`src/rtl/red_serial.sv`:
```
// Nibble-serial RED unit: sums the four signed bytes of A and B through one
// reused 4-bit ripple slice, with a start/busy/done handshake.
module red_serial #(
  parameter int DATA_W  = 16,
  parameter int SLICE_W = 4
) (
  input  logic              clk,
  input  logic              rst,
  input  logic              start,
  input  logic [DATA_W-1:0] A,
  input  logic [DATA_W-1:0] B,
  output logic              busy,
  output logic              done,
  output logic [DATA_W-1:0] Result
);

  typedef enum logic [2:0] {IDLE, HI_L, HI_H, LO_L, LO_H, FIN} state_t;

  state_t              state_reg;
  logic [DATA_W-1:0]   op_a_reg;
  logic [DATA_W-1:0]   op_b_reg;
  logic [8:0]          sum_hi_reg;
  logic [8:0]          sum_lo_reg;
  logic                carry_reg;

  logic [SLICE_W-1:0]  nib_a;
  logic [SLICE_W-1:0]  nib_b;
  logic                slice_cin;
  logic [SLICE_W:0]    slice_c;
  logic [SLICE_W-1:0]  slice_sum;
  logic                slice_msb;
  logic [9:0]          total;

  always_comb begin
    nib_a     = op_a_reg[3:0];
    nib_b     = op_b_reg[3:0];
    slice_cin = 1'b0;
    case (state_reg)
      HI_L: begin
        nib_a = op_a_reg[11:8];
        nib_b = op_b_reg[11:8];
      end
      HI_H: begin
        nib_a     = op_a_reg[15:12];
        nib_b     = op_b_reg[15:12];
        slice_cin = carry_reg;
      end
      LO_L: begin
        nib_a = op_a_reg[3:0];
        nib_b = op_b_reg[3:0];
      end
      LO_H: begin
        nib_a     = op_a_reg[7:4];
        nib_b     = op_b_reg[7:4];
        slice_cin = carry_reg;
      end
      default: ;
    endcase
  end

  // The shared ripple slice, one full adder per bit.
  assign slice_c[0] = slice_cin;
  generate
    for (genvar gi = 0; gi < SLICE_W; gi++) begin : g_fa
      assign slice_sum[gi]   = nib_a[gi] ^ nib_b[gi] ^ slice_c[gi];
      assign slice_c[gi+1]   = (nib_a[gi] & nib_b[gi]) | (slice_c[gi] & (nib_a[gi] ^ nib_b[gi]));
    end
  endgenerate

  // Bit 8 of a sign-extended 8-bit add: both operand signs xor the byte carry-out.
  assign slice_msb = nib_a[SLICE_W-1] ^ nib_b[SLICE_W-1] ^ slice_c[SLICE_W];
  assign total     = {sum_hi_reg[8], sum_hi_reg} + {sum_lo_reg[8], sum_lo_reg};

  always_ff @(posedge clk) begin
    if (rst) begin
      state_reg  <= IDLE;
      busy       <= 1'b0;
      done       <= 1'b0;
      Result     <= '0;
      op_a_reg   <= '0;
      op_b_reg   <= '0;
      sum_hi_reg <= '0;
      sum_lo_reg <= '0;
      carry_reg  <= 1'b0;
    end else begin
      done <= 1'b0;
      case (state_reg)
        IDLE: begin
          busy <= start;
          if (start) begin
            op_a_reg  <= A;
            op_b_reg  <= B;
            state_reg <= HI_L;
          end
        end
        HI_L: begin
          sum_hi_reg[3:0] <= slice_sum;
          carry_reg       <= slice_c[SLICE_W];
          state_reg       <= HI_H;
        end
        HI_H: begin
          sum_hi_reg[8:4] <= {slice_msb, slice_sum};
          state_reg       <= LO_L;
        end
        LO_L: begin
          sum_lo_reg[3:0] <= slice_sum;
          carry_reg       <= slice_c[SLICE_W];
          state_reg       <= LO_H;
        end
        LO_H: begin
          sum_lo_reg[8:4] <= {slice_msb, slice_sum};
          state_reg       <= FIN;
        end
        FIN: begin
          // busy stays high through the done cycle; IDLE drops it next.
          Result    <= {{(DATA_W-10){total[9]}}, total};
          done      <= 1'b1;
          state_reg <= IDLE;
        end
        default: state_reg <= IDLE;
      endcase
    end
  end

endmodule

```
`config.mk`:
```
export PLATFORM = sky130hd
export DESIGN_NAME = red_serial
export DESIGN_NICKNAME = d
export VERILOG_FILES = /design/src/rtl/red_serial.sv
export SDC_FILE = /design/constraint.sdc
export NUM_CORES = 1
export LEC_CHECK = 0
export BUFFER_PORTS_ARGS = -buffer_cell sky130_fd_sc_hd__buf_2
export CAP_MARGIN = 10
export CORE_AREA = 4 4 93 95
export DETAILED_ROUTE_END_ITERATION = 7
export DIE_AREA = 0 0 97 99
export GPL_TIMING_DRIVEN = 0
export PLACE_DENSITY_LB_ADDON = 0.12
export SYNTH_ARGS = -nofsm -noshare
export SYNTH_HDL_FRONTEND = slang
export SYNTH_SLANG_ARGS = --single-unit
```
`constraint.sdc`:
```
create_clock -name clk -period 4 [get_ports clk]
set_input_delay 0 -clock clk [delete_from_list [all_inputs] [get_ports clk]]
set_output_delay 0 -clock clk [all_outputs]
set_load 0.01 [all_outputs]
```
* After elaboration in Yosys (flattened, before gate mapping)
Cells that the tools add are included.
Storage, ports and cells: flip-flop bits (word level) 66, input port bits 35, output and inout port bits 18
Operators by class: add/subtract/negate cells 1, eq/ne operators 6, multiplexer cells 6, bitwise operators 21, reduce and logical (&&, ||, !) cells 4
Operators with widths (number):
- $pmux W4 S3 | 2
- $pmux W3 S5 | 1
- $add A9 B9 Y10 | 1
- $xor A1 B1 Y1 | 9
- $and A1 B1 Y1 | 8
- $eq A3 B2 Y1 const B | 2
- $eq A3 B3 Y1 const B | 2
- $or A1 B1 Y1 | 4
- $reduce_or A2 Y1 | 2
- $eq A3 B1 Y1 const B | 1
- $logic_not A3 Y1 | 1
- $mux W3 | 1
- $mux W1 | 2
- $ne A2 B2 Y1 const B | 1
- $reduce_and A2 Y1 | 1

* Depth between registers and ports, before layout
Gate-level depths: netlist (run 1).
word-level depth 12, mapped depth 13, depth with buffers taken out 12

* Worst setup path after synthesis (run 1)
OpenSTA, ideal clock, no wires.
kind reg-to-reg, start register state_reg[2], end register sum_hi_reg[3], library setup time 86 ps, arrival time 3008 ps, required time 3914 ps, slack 906 ps, stages on the path, launching flop included 13, clock period less this slack 3094 ps, cell sequence dfxtp_1 buf_2 nor3b_1 buf_4 buf_4 a221oi_1 fa_1 inv_1 fa_1 fa_1 inv_1 fa_1 a211oi_1
On the way: longest elaborated chain between the ends 10
RTL lines:
- start: declaration | line 19 | state_t state_reg;
- start signal: assignment | line 76 | state_reg <= IDLE;
- start signal: assignment | line 93 | state_reg <= HI_L;
- start signal: assignment | line 99 | state_reg <= HI_H;
- $eq A3 B3 Y1, or another cell as far along | line 38 | case (state_reg)
- $pmux W4 S3 or $reduce_or A2 Y1 (tied branches)
- $xor A1 B1 Y1 or $mux W1 (tied branches) | line 66, 38
- $and A1 B1 Y1 | line 66 | assign slice_c[gi+1] = (nib_a[gi] & nib_b[gi]) | (slice_c[gi] & (nib_a[gi] ^ nib_b[gi]));
- $or A1 B1 Y1 | line 66
- $and A1 B1 Y1 | line 66
- $or A1 B1 Y1 | line 66
- $and A1 B1 Y1 | line 66
- $or A1 B1 Y1 | line 66
- $xor A1 B1 Y1 | line 65 | assign slice_sum[gi] = nib_a[gi] ^ nib_b[gi] ^ slice_c[gi];
- end signal: assignment | line 97 | sum_hi_reg[3:0] <= slice_sum;
- end: declaration | line 22 | logic [8:0] sum_hi_reg;
Parallel ways exist; a longest one is shown, timed or not. A chain may end at the register's enable or synchronous reset.

* Worst setup path in the final report (run 1)
start register state_reg[2], end register sum_lo_reg[7]
On the way: longest elaborated chain between the ends 10
RTL lines:
- $eq A3 B3 Y1, or another cell as far along | line 38, 87
- $pmux W4 S3 or $reduce_or A2 Y1 (tied branches)
- $xor A1 B1 Y1 or $mux W1 (tied branches) | line 66, 38
- $and A1 B1 Y1 | line 66
- $or A1 B1 Y1 | line 66
- $and A1 B1 Y1 | line 66
- $or A1 B1 Y1 | line 66
- $and A1 B1 Y1 | line 66
- $or A1 B1 Y1 | line 66
- $xor A1 B1 Y1 | line 65
- end signal: assignment | line 111 | sum_lo_reg[8:4] <= {slice_msb, slice_sum};
- end: declaration | line 23 | logic [8:0] sum_lo_reg;
Parallel ways exist; a longest one is shown, timed or not.

==> results of run 1 <==
-- stage by stage --
step | total power [uW] | cell area (um2) | hold WS (ns) | std cells | util, %
final | 1539 | 3981 | 0.07623 | 565 | 51.52
after global placement | 949.9 | 3457 | 0.2424 | 518 | 44.74
after global routing | 1616 | 3981 | 0.1163 | 565 | 51.52
after CTS | 1558 | 3981 | 0.06358 | 565 | 51.52
after floorplan | 883.4 | 3074 | 0.1360 | 365 | -
after detailed placement | 954.2 | 3457 | 0.2450 | 518 | 44.74
-- critical path: stages, from the launching register on --
cell	delay [ns]
dfxtp_1	0.30
buf_2	0.20
nor3b_1	0.21
buf_4	0.23
nor2_2	0.12
a221oi_1	0.41
fa_1	0.24
inv_1	0.05
fa_1	0.37
fa_1	0.42
inv_1	0.09
fa_1	0.49
a211oi_1	0.22
-- what timing repair did --
action / 4_1_cts / 5_1_grt
hold buffers: 32 / 0
gates resized for setup: 0 / 0
endpoints found under the hold margin: 32 / 0
-- synth_stat cells, drive strengths merged, types with 6 or more instances --
cell type,number
ha,9
a211oi,12
mux2i,6
clkbuf,12
buf,20
a22oi,8
nor2,38
fa,6
a21oi,48
dfxtp,66
nand2,77
-- metal layers --
layer,global-route usage (%),wire (um),vias up
li1,-,-,1430
met1,20.69,3452,1238
met2,28.34,3649,62
met3,3.185,315,6
met4,5.832,58,0
met5,0,0,-
-- final timing paths --
path	start	end	slack, ns	cells after the start
worst max-delay path	state_reg[2]	sum_lo_reg[7]	0.55	12
worst min-delay path	start	state_reg[0]	0.08	3
worst max register to register	state_reg[2]	sum_lo_reg[7]	0.55	12
worst min register to register	Result[5]	Result[5]	0.45	2
-- logic make-up after synthesis --
group / after synthesis / share of synthesized area, %
AND/OR/NAND/NOR: 151 / 21.94
AO/OA/AOI/OAI: 88 / 17.95
flip-flops: 66 / 42.98
XOR/XNOR: 2 / 0.5699
multiplexers: 6 / 1.954
adder cells (fa/ha/maj): 15 / 7.570
buffers and inverters: 37 / 7.041
-- area by class of cell --
type	count	area, um2
sequential	66	1321
timing repair buffer	83	575.6
multi-input combinational	262	1536
buffer	32	197.7
clock inverter	2	35.03
inverter	5	18.77
tap	102	127.6
fill	758	3746
clock buffer	13	168.9
-- power by group --
group / switching, uW / internal, uW
Sequential: 21.7 / 695
Combinational: 134 / 110
Clock: 243 / 335
Total: 399 / 1140
-- placed cells by master (no fill, tap or decap), drive strengths merged, types with 2 or more instances in the layout --
master | Yosys | final
mux2i | 6 | 6
nand3b | 3 | 3
nor3 | 5 | 5
nor4b | 2 | 2
clkbuf | 12 | 25
and2 | 4 | 4
nor3b | 3 | 3
dfxtp | 66 | 66
nor2b | 5 | 5
nor2 | 38 | 38
a21oi | 48 | 48
a221o | 4 | 4
a22oi | 8 | 8
dlygate4sd3 | 0 | 32
nand2 | 77 | 77
fa | 6 | 6
ha | 9 | 9
a221oi | 4 | 4
nand2b | 3 | 3
nand3 | 5 | 5
buf | 20 | 71
o21ai | 4 | 4
a211oi | 12 | 12
inv | 5 | 5
a21o | 2 | 2
==> summary.md, run 1 <==
| Metric | Value |
|---|---|
| CTS Sinks | 66 |
| #FFs+latches synth | 66 |
| Crit path required time | around 4.3 ns |
| Iter 0 DRT Violations | 115 |
| Clk pin slew, worst setup/hold paths | 0.07 ns |
| First-pass GRT wire length | 12.98 mm |
| Via-to-Cell Ratio | approximately 4.8 |
| Static leakage | ~0.0017 uW |
| Area of the mapped netlist | a little over 3000 um2 |
| Worst Tran Pin Value | 0.6378 ns |
| Net Count, Synth | approximately 420 |
| DR pass1 iterations | 4 |
| Max_cap viols | 0 |
| I/O pins | 53 |
| Final Skew | 0.008748 ns |
| Rel. slew slack | 57.48% |
| Setup crit end kind | flip-flop |
| Period utilization | 86.32% |
| CTS tree | built |
| Netlist cell types | 43 |
| Number of synthesized flops with an enable pin | 0 |
| Synth top area share | 42.98% |
| Clk buf depth | 2 |
| Vias | approximately 2,700 |
| Setup TNS | 0 ns |
| Area growth syn-to-layout | 29.51% |
| Initial core utilization | between 30% and 40% |
| Worst setup path class | flip-flop to flip-flop |
| Setup repair bufs after CTS | 0 |
| CP Launch Type | flip-flop |
| Status | completed |
| Setup slack after placement | roughly 0.5 ns |
| CP Max Fanout | 10 |
| Critical path arrival | roughly 3.7 ns |
| Dpl hpwl | 5.364 mm |
| Synth area leaders | dfxtp_1 43%, nand2_1 9.3%, a21oi_1 7.8% |
| Period minus WS final | 3.453 ns |
| Final Hold Fails | 0 |
| Routed WL | 7.477 mm |
| NumNets Final | around 510 |
| Syn_area_per_cell | around 8.4 um2 |
| Cells after Synth | 365 |
| CORE AREA | between 7000 and 8000 um2 |
| TritonCTS buffer count | 9 |
| Htree depth | 3 |
| Drt drc | 0 |
| Async set-reset flop share out of synthesis | 0% |
| Final Setup Violations | 0 |
| Layout cells sized above 1 | between 10% and 20% |
| Latest clock arrival within the worst-skew pair | about 0.34 ns |
| Yosys warnings | 0 |
| Port bufs | 51 |
| HP Class | input port to flip-flop |
| GRT Total Usage | 16.50% |
| Die area | 9603 um2 |
| Setup ws final | 0.5473 ns |
| RSZ-0062 raised after global routing | no |
| Synth Flop Type | dfxtp_1 |
| Rows | 32 |
| Die Height | 99 um |
| CTS root buffer | clkbuf_8 |
| Seq/Total Area, Yosys | 42.98% |
| Largest net degree at the start of global routing | 11 |
| Initial antenna violation count | 0 |
| Pins Over Slew Limit | 0 |
| Vias in the first global route | 2,718 |
| Ant. Diodes | 0 |
| GR Overflow Total | 0 |
| Maximum vdd drop | between 0.0002 and 0.00025 V |
| Routability cong. | 0.7594 |
| Post-DR wirelength/cell | 13.23 um |
| Area leader, netlist | dfxtp_1 |
| Final ANT Viol Nets | 0 |
| Pwr dens | 386.6 nW/um2 |
| Chip width | around 97 um |
| Max Fclk | 289.6 MHz |
Note: power is estimated with default switching activity, not from simulation.
==> run 2: changes to the inputs <==
--- a/config.mk
+++ b/config.mk
@@ -12,6 +12,7 @@
 export DIE_AREA = 0 0 97 99
 export GPL_TIMING_DRIVEN = 0
 export PLACE_DENSITY_LB_ADDON = 0.12
+export REMOVE_ABC_BUFFERS = 1
 export SYNTH_ARGS = -nofsm -noshare
 export SYNTH_HDL_FRONTEND = slang
 export SYNTH_SLANG_ARGS = --single-unit
==> run 2 against run 1 <==
Cell count fell by 5.0%. Sequential cell count unchanged. Sequential power hardly changed. Die area unchanged. Via count is 5.2% lower. Maximum frequency shrank 4.4%. Hold slack better by 0.014 ns. Clock skew decreased by 0.00050 ns. Utilization shrank 2.2 points. Non-clock buffer count is 28 lower. First-iteration DRC count is 63% lower.
==> summary.md, run 2 (synthesized netlist as in run 1, its figures left out) <==
| Metric | Value |
|---|---|
| CP Max Fanout | 11 |
| Top cell family by delay on the critical path | adder cells |
| Chip width | slightly below 100 um |
| FILL cells | just under 800 |
| Max_cap viols | 0 |
| GRT Total Usage | 14.73% |
| NumNets Final | ~480 |
| Fin util | around half |
| Status | completed |
| Register area | 1323 um2 |
| Clk buf depth | 2 |
| Critical path arrival | 3.86 ns |
| Initial antenna violation count | 0 |
| Iter 0 DRT Violations | 42 |
| CTS root buffer | clkbuf_8 |
| Busiest layer in global routing | met2 |
| Buf+Inv Stages, Crit Path | 2 |
| DR pass1 iterations | 4 |
| Setup crit end kind | flip-flop |
| CP Cell Sequence | nor2b_4 > nor2_1 > nor2_1 > nor2_2 > a221oi_1 > fa_1 > inv_1 > fa_1 > fa_1 > inv_1 > fa_1 > a211oi_1 |
| Latest clock arrival within the worst-skew pair | 0.33 ns |
| First-pass GRT wire length | 11.92 mm |
| Ant. Diodes | 0 |
| Initial core utilization | about two fifths |
| Final Skew | between 0.008 and 0.009 ns |
| GR Overflow Total | 0 |
| Top cell by count, worst path | fa_1 |
| Setup slack after placement | -0.2225 ns |
| Via-to-Cell Ratio | between 4 and 5 |
| Htree depth | 3 |
| Maximum vdd drop | 0.0002067 V |
| Slowest CP cell | fa_1 |
| Met3 Usage GRT | 3.114% |
| CTS tree | built |
| Routability cong. | 0.7796 |
| Period utilization | between 90% and 100% |
| Final Hold Fails | 0 |
| Worst Tran Pin Value | around 1.1 ns |
| Multi-input gate area | 1554 um2 |
| RSZ-0062 raised after global routing | no |
| CORE AREA | 7727 um2 |
| Final Setup Violations | 0 |
| Port bufs | between 50 and 60 |
| Post-DR wirelength/cell | between 10 and 15 um |
| Crit path required time | 4.25 ns |
| Rel. slew slack | between 20% and 30% |
| Drt drc | 0 |
| Pins Over Slew Limit | 0 |
| Worst setup path class | flip-flop to flip-flop |
| Max Fclk | roughly 280 MHz |
| I/O pins | 53 |
| Setup ws final | approximately 0.4 ns |
| Final ANT Viol Nets | 0 |
| Vias | 2,593 |
| Die area | 9603 um2 |
| Placed insts | 488 |
| Area growth syn-to-layout | 24.01% |
| Most frequent cells in the layout | 76 x nand2_1, 65 x dfxtp_1, 52 x buf_2 |
| M2 GR Usage | 24.95% |
| Pwr dens | 376.2 nW/um2 |
| Commonest non-fill, non-tap cell in the layout | nand2_1 |
| HP Class | input port to flip-flop |
| Static leakage | approximately 0.0016 uW |
| Rows | 32 |
| Dpl hpwl | 4.344 mm |
| Clk pin slew, worst setup/hold paths | around 0.070 ns |
| Design Power | 1434 uW |
| CTS Sinks | 66 |
| Largest net degree at the start of global routing | 74 |
| Vias in the first global route | 2,659 |
| Max incr delay on CP | 0.49 ns |
| Period minus WS final | between 3 and 4 ns |
| Layout cells sized above 1 | ~17% |
| Non-Filler Instances | 537 |
| CP Launch Type | flip-flop |
| Die Height | just under 100 um |
| Routed WL | between 6 and 7 mm |
| Met1 GRT Util | approximately 18% |
| TritonCTS buffer count | 9 |
==> run 2: cell types whose count changed in the layout (fill, tap and decap cells not counted), moves of 2 or more <==
cell,change
buf_2,-4
clkinv_2,+2
clkbuf_1,-12
buf_6,-3
buf_4,-10
==> run 2: final timing paths <==
path / start / depth (start not counted) / end / slack, ns
setup / recovery: state_reg[0] / 12 / sum_hi_reg[7] / 0.39
hold / removal: start / 3 / state_reg[0] / 0.09
setup reg to reg: state_reg[0] / 12 / sum_hi_reg[7] / 0.39
hold reg to reg: Result[2] / 2 / Result[2] / 0.45
==> run 2: layer usage <==
layer,wire length [um],part of all wire (%),vias to the layer above
met5,0,0,-
met4,82,1.2,0
met3,328,4.9,10
met2,3072,46,56
met1,3207,48,1150
li1,-,-,1377
==> run 2: per-stage QoR <==
step	area, um2	hold WS, ns	setup TNS [ns]
floorplan	2877	0.06907	-1.588
global placement	3264	0.2407	-18.25
detailed placement	3281	0.2466	-0.9620
CTS	3779	0.07181	0
global route	3812	0.08598	0
finish	3812	0.09036	0
==> run 2: power breakdown <==
group	internal, uW	switching (uW)
logic	97.9	124
clock network	253	241
registers	695	24.0
==> run 2: what timing repair did <==
item	CTS	global route
setup buffers	0	1
hold endpoints to repair	32	0
endpoints found under the setup margin	6	4
hold buffers	32	0
resized for setup	2	2
==> run 2: worst reg2reg max path, stage by stage (launching register included) <==
cell	delay, ns
dfxtp_1	0.46
nor2b_4	0.41
nor2_1	0.12
nor2_1	0.13
nor2_2	0.10
a221oi_1	0.40
fa_1	0.27
inv_1	0.05
fa_1	0.37
fa_1	0.42
inv_1	0.09
fa_1	0.49
a211oi_1	0.23
==> run 2: area by class of cell <==
cell class                      count  area share (%)
Clock buffer                       12           4.070
Clock inverter                      3          0.3938
Inverter                            5          0.4923
Multi-Input combinational cell    262           40.76
Sequential cell                    66           34.69
Tap cell                          102           3.348
Timing Repair Buffer               87           16.25
==> run 3: changes to the inputs <==
==> constraint.sdc (replaced) <==
create_clock -name clk -period 4.35 [get_ports clk]
set_input_delay 0 -clock clk [delete_from_list [all_inputs] [get_ports clk]]
set_output_delay 0 -clock clk [all_outputs]
set_load 0.01 [all_outputs]
==> run 3 against run 2 <==
Routed wire length is 1.1% lower. Sequential share of layout area is 0.13 points higher. Largest power group unchanged. Combinational power is 9.0% lower. Global-route usage hardly changed. Highest routed layer unchanged. Power is 8.2% lower. Largest cell class unchanged. Worst setup slack better by 0.20 ns. Design area is 0.36% lower.
==> summary.md, run 3 (synthesized netlist as in run 1, its figures left out) <==
| Metric | Value |
|---|---|
| Ant. Diodes | 0 |
| Period utilization | between 80% and 90% |
| CTS root buffer | clkbuf_8 |
| Chip width | 97 um |
| First-pass GRT wire length | 11.94 mm |
| Latest clock arrival within the worst-skew pair | ~0.33 ns |
| Design Power | between 1000 and 1500 uW |
| Worst setup path class | flip-flop to flip-flop |
| Max_cap viols | 0 |
| Period minus WS final | 3.762 ns |
| Iter 0 DRT Violations | 56 |
| Setup crit end kind | flip-flop |
| Final ANT Viol Nets | 0 |
| Area growth syn-to-layout | 23.57% |
| Post-DR wirelength/cell | 12.35 um |
| Pwr dens | between 300 and 400 nW/um2 |
| Worst Tran Pin Value | 1.108 ns |
| NumNets Final | 480 |
| Clk buf depth | 2 |
| Hold path cells | 3 |
| Crit path required time | 4.60 ns |
| Final Hold Fails | 0 |
| CORE AREA | between 7000 and 8000 um2 |
| R2r setup slk | around 0.59 ns |
| Drt drc | 0 |
| TritonCTS buffer count | 9 |
| Dpl hpwl | 4.344 mm |
| Die area | 9603 um2 |
| Final Setup Violations | 0 |
| Largest net degree at the start of global routing | 74 |
| GRT Total Usage | 14.76% |
| Static leakage | 0.001563 uW |
| Critical path arrival | 4.01 ns |
| Die Height | just under 100 um |
| Rel. slew slack | about 26% |
| Non-Filler Instances | 536 |
| HP Class | input port to flip-flop |
| Setup ws final | 0.5883 ns |
| CTS Sinks | 66 |
| Vias | 2,563 |
| Initial antenna violation count | 0 |
| Clk pin slew, worst setup/hold paths | 0.07 ns |
| Htree depth | 3 |
| Final Skew | ~0.0066 ns |
| FF-to-FF path depth | 12 |
| Initial core utilization | 39.78% |
| CTS tree | built |
| Rows | 32 |
| Max Fclk | 265.8 MHz |
| Most frequent cells in the layout | 76 x nand2_1, 65 x dfxtp_1, 52 x buf_2 |
| Routability cong. | a little under 0.8 |
| Placed insts | 488 |
| Via-to-Cell Ratio | roughly 4.8 |
| I/O pins | 53 |
| Vias in the first global route | 2,660 |
| Maximum vdd drop | 0.0001908 V |
| Port bufs | 52 |
| Pins Over Slew Limit | 0 |
| Layout cells sized above 1 | 17.05% |
| DR pass1 iterations | 4 |
| Setup slack after placement | approximately 0.13 ns |
| RSZ-0062 raised after global routing | no |
| GR Overflow Total | 0 |
| Routed WL | 6.618 mm |
| CP Launch Type | flip-flop |
| Status | completed |
| Commonest non-fill, non-tap cell in the layout | nand2_1 |
| CP Max Fanout | 11 |
==> run 3: changes by cell type in the layout (fill, tap and decap cells not counted), sizes merged <==
cell  change
buf       -1
==> run 3: worst paths after layout <==
path / startpoint / end
max: state_reg[0] / sum_hi_reg[7]
min reg2reg: Result[2] / Result[2]
max reg2reg: state_reg[0] / sum_hi_reg[7]
min: start / state_reg[0]
==> run 3: routing by layer <==
layer | vias up | track usage, % | share of wire, %
li1 | 1373 | - | -
met1 | 1133 | 18.55 | 49
met2 | 47 | 24.95 | 46
met3 | 10 | 3.114 | 4.2
met4 | 0 | 5.508 | 1.2
met5 | - | 0 | 0
==> run 3: repair_timing <==
action | in CTS | in global routing
setup buffers | 0 | 0
setup endpoints to repair | 0 | 6
hold buffers | 32 | 0
hold endpoints to repair | 32 | 0
gates resized for setup | 0 | 2
==> run 3: report_power, final <==
group / internal [uW] / switching [uW] / total (uW) / leakage (uW)
logic: 88.9 / 113 / 202 / 0.000933
clock network: 232 / 221 / 453 / 0.0000920
registers: 639 / 21.6 / 661 / 0.000539
==> run 3: area by class of cell <==
class,instances,area (um2)
clock buffer,12,155.1
clock inverter,3,15.01
fill,782,3929
inverter,5,18.77
multi-input combinational,262,1548
sequential,66,1323
tap,102,127.6
timing repair buffer,86,611.8
==> run 3: stage by stage <==
step | hold slack, ns | util [%] | TNS, ns | area, um2
3_5_place_dp | 0.2466 | 42.45 | 0 | 3281
5_1_grt | 0.08598 | 49.16 | 0 | 3799
2_1_floorplan | 0.06907 | - | 0 | 2877
3_3_place_gp | 0.2407 | 42.24 | -11.67 | 3264
6_report | 0.09024 | 49.16 | 0 | 3799
4_1_cts | 0.07147 | 48.80 | 0 | 3771
==> run 3: worst max-delay path, cell delays in order, from the launching register on <==
cell      delay, ns
dfxtp_1        0.44
nor2b_2        0.55
nor2_1         0.14
nor2_1         0.14
nor2_2         0.10
a221oi_1       0.40
fa_1           0.26
inv_1          0.05
fa_1           0.37
fa_1           0.42
inv_1          0.09
fa_1           0.49
a211oi_1       0.23
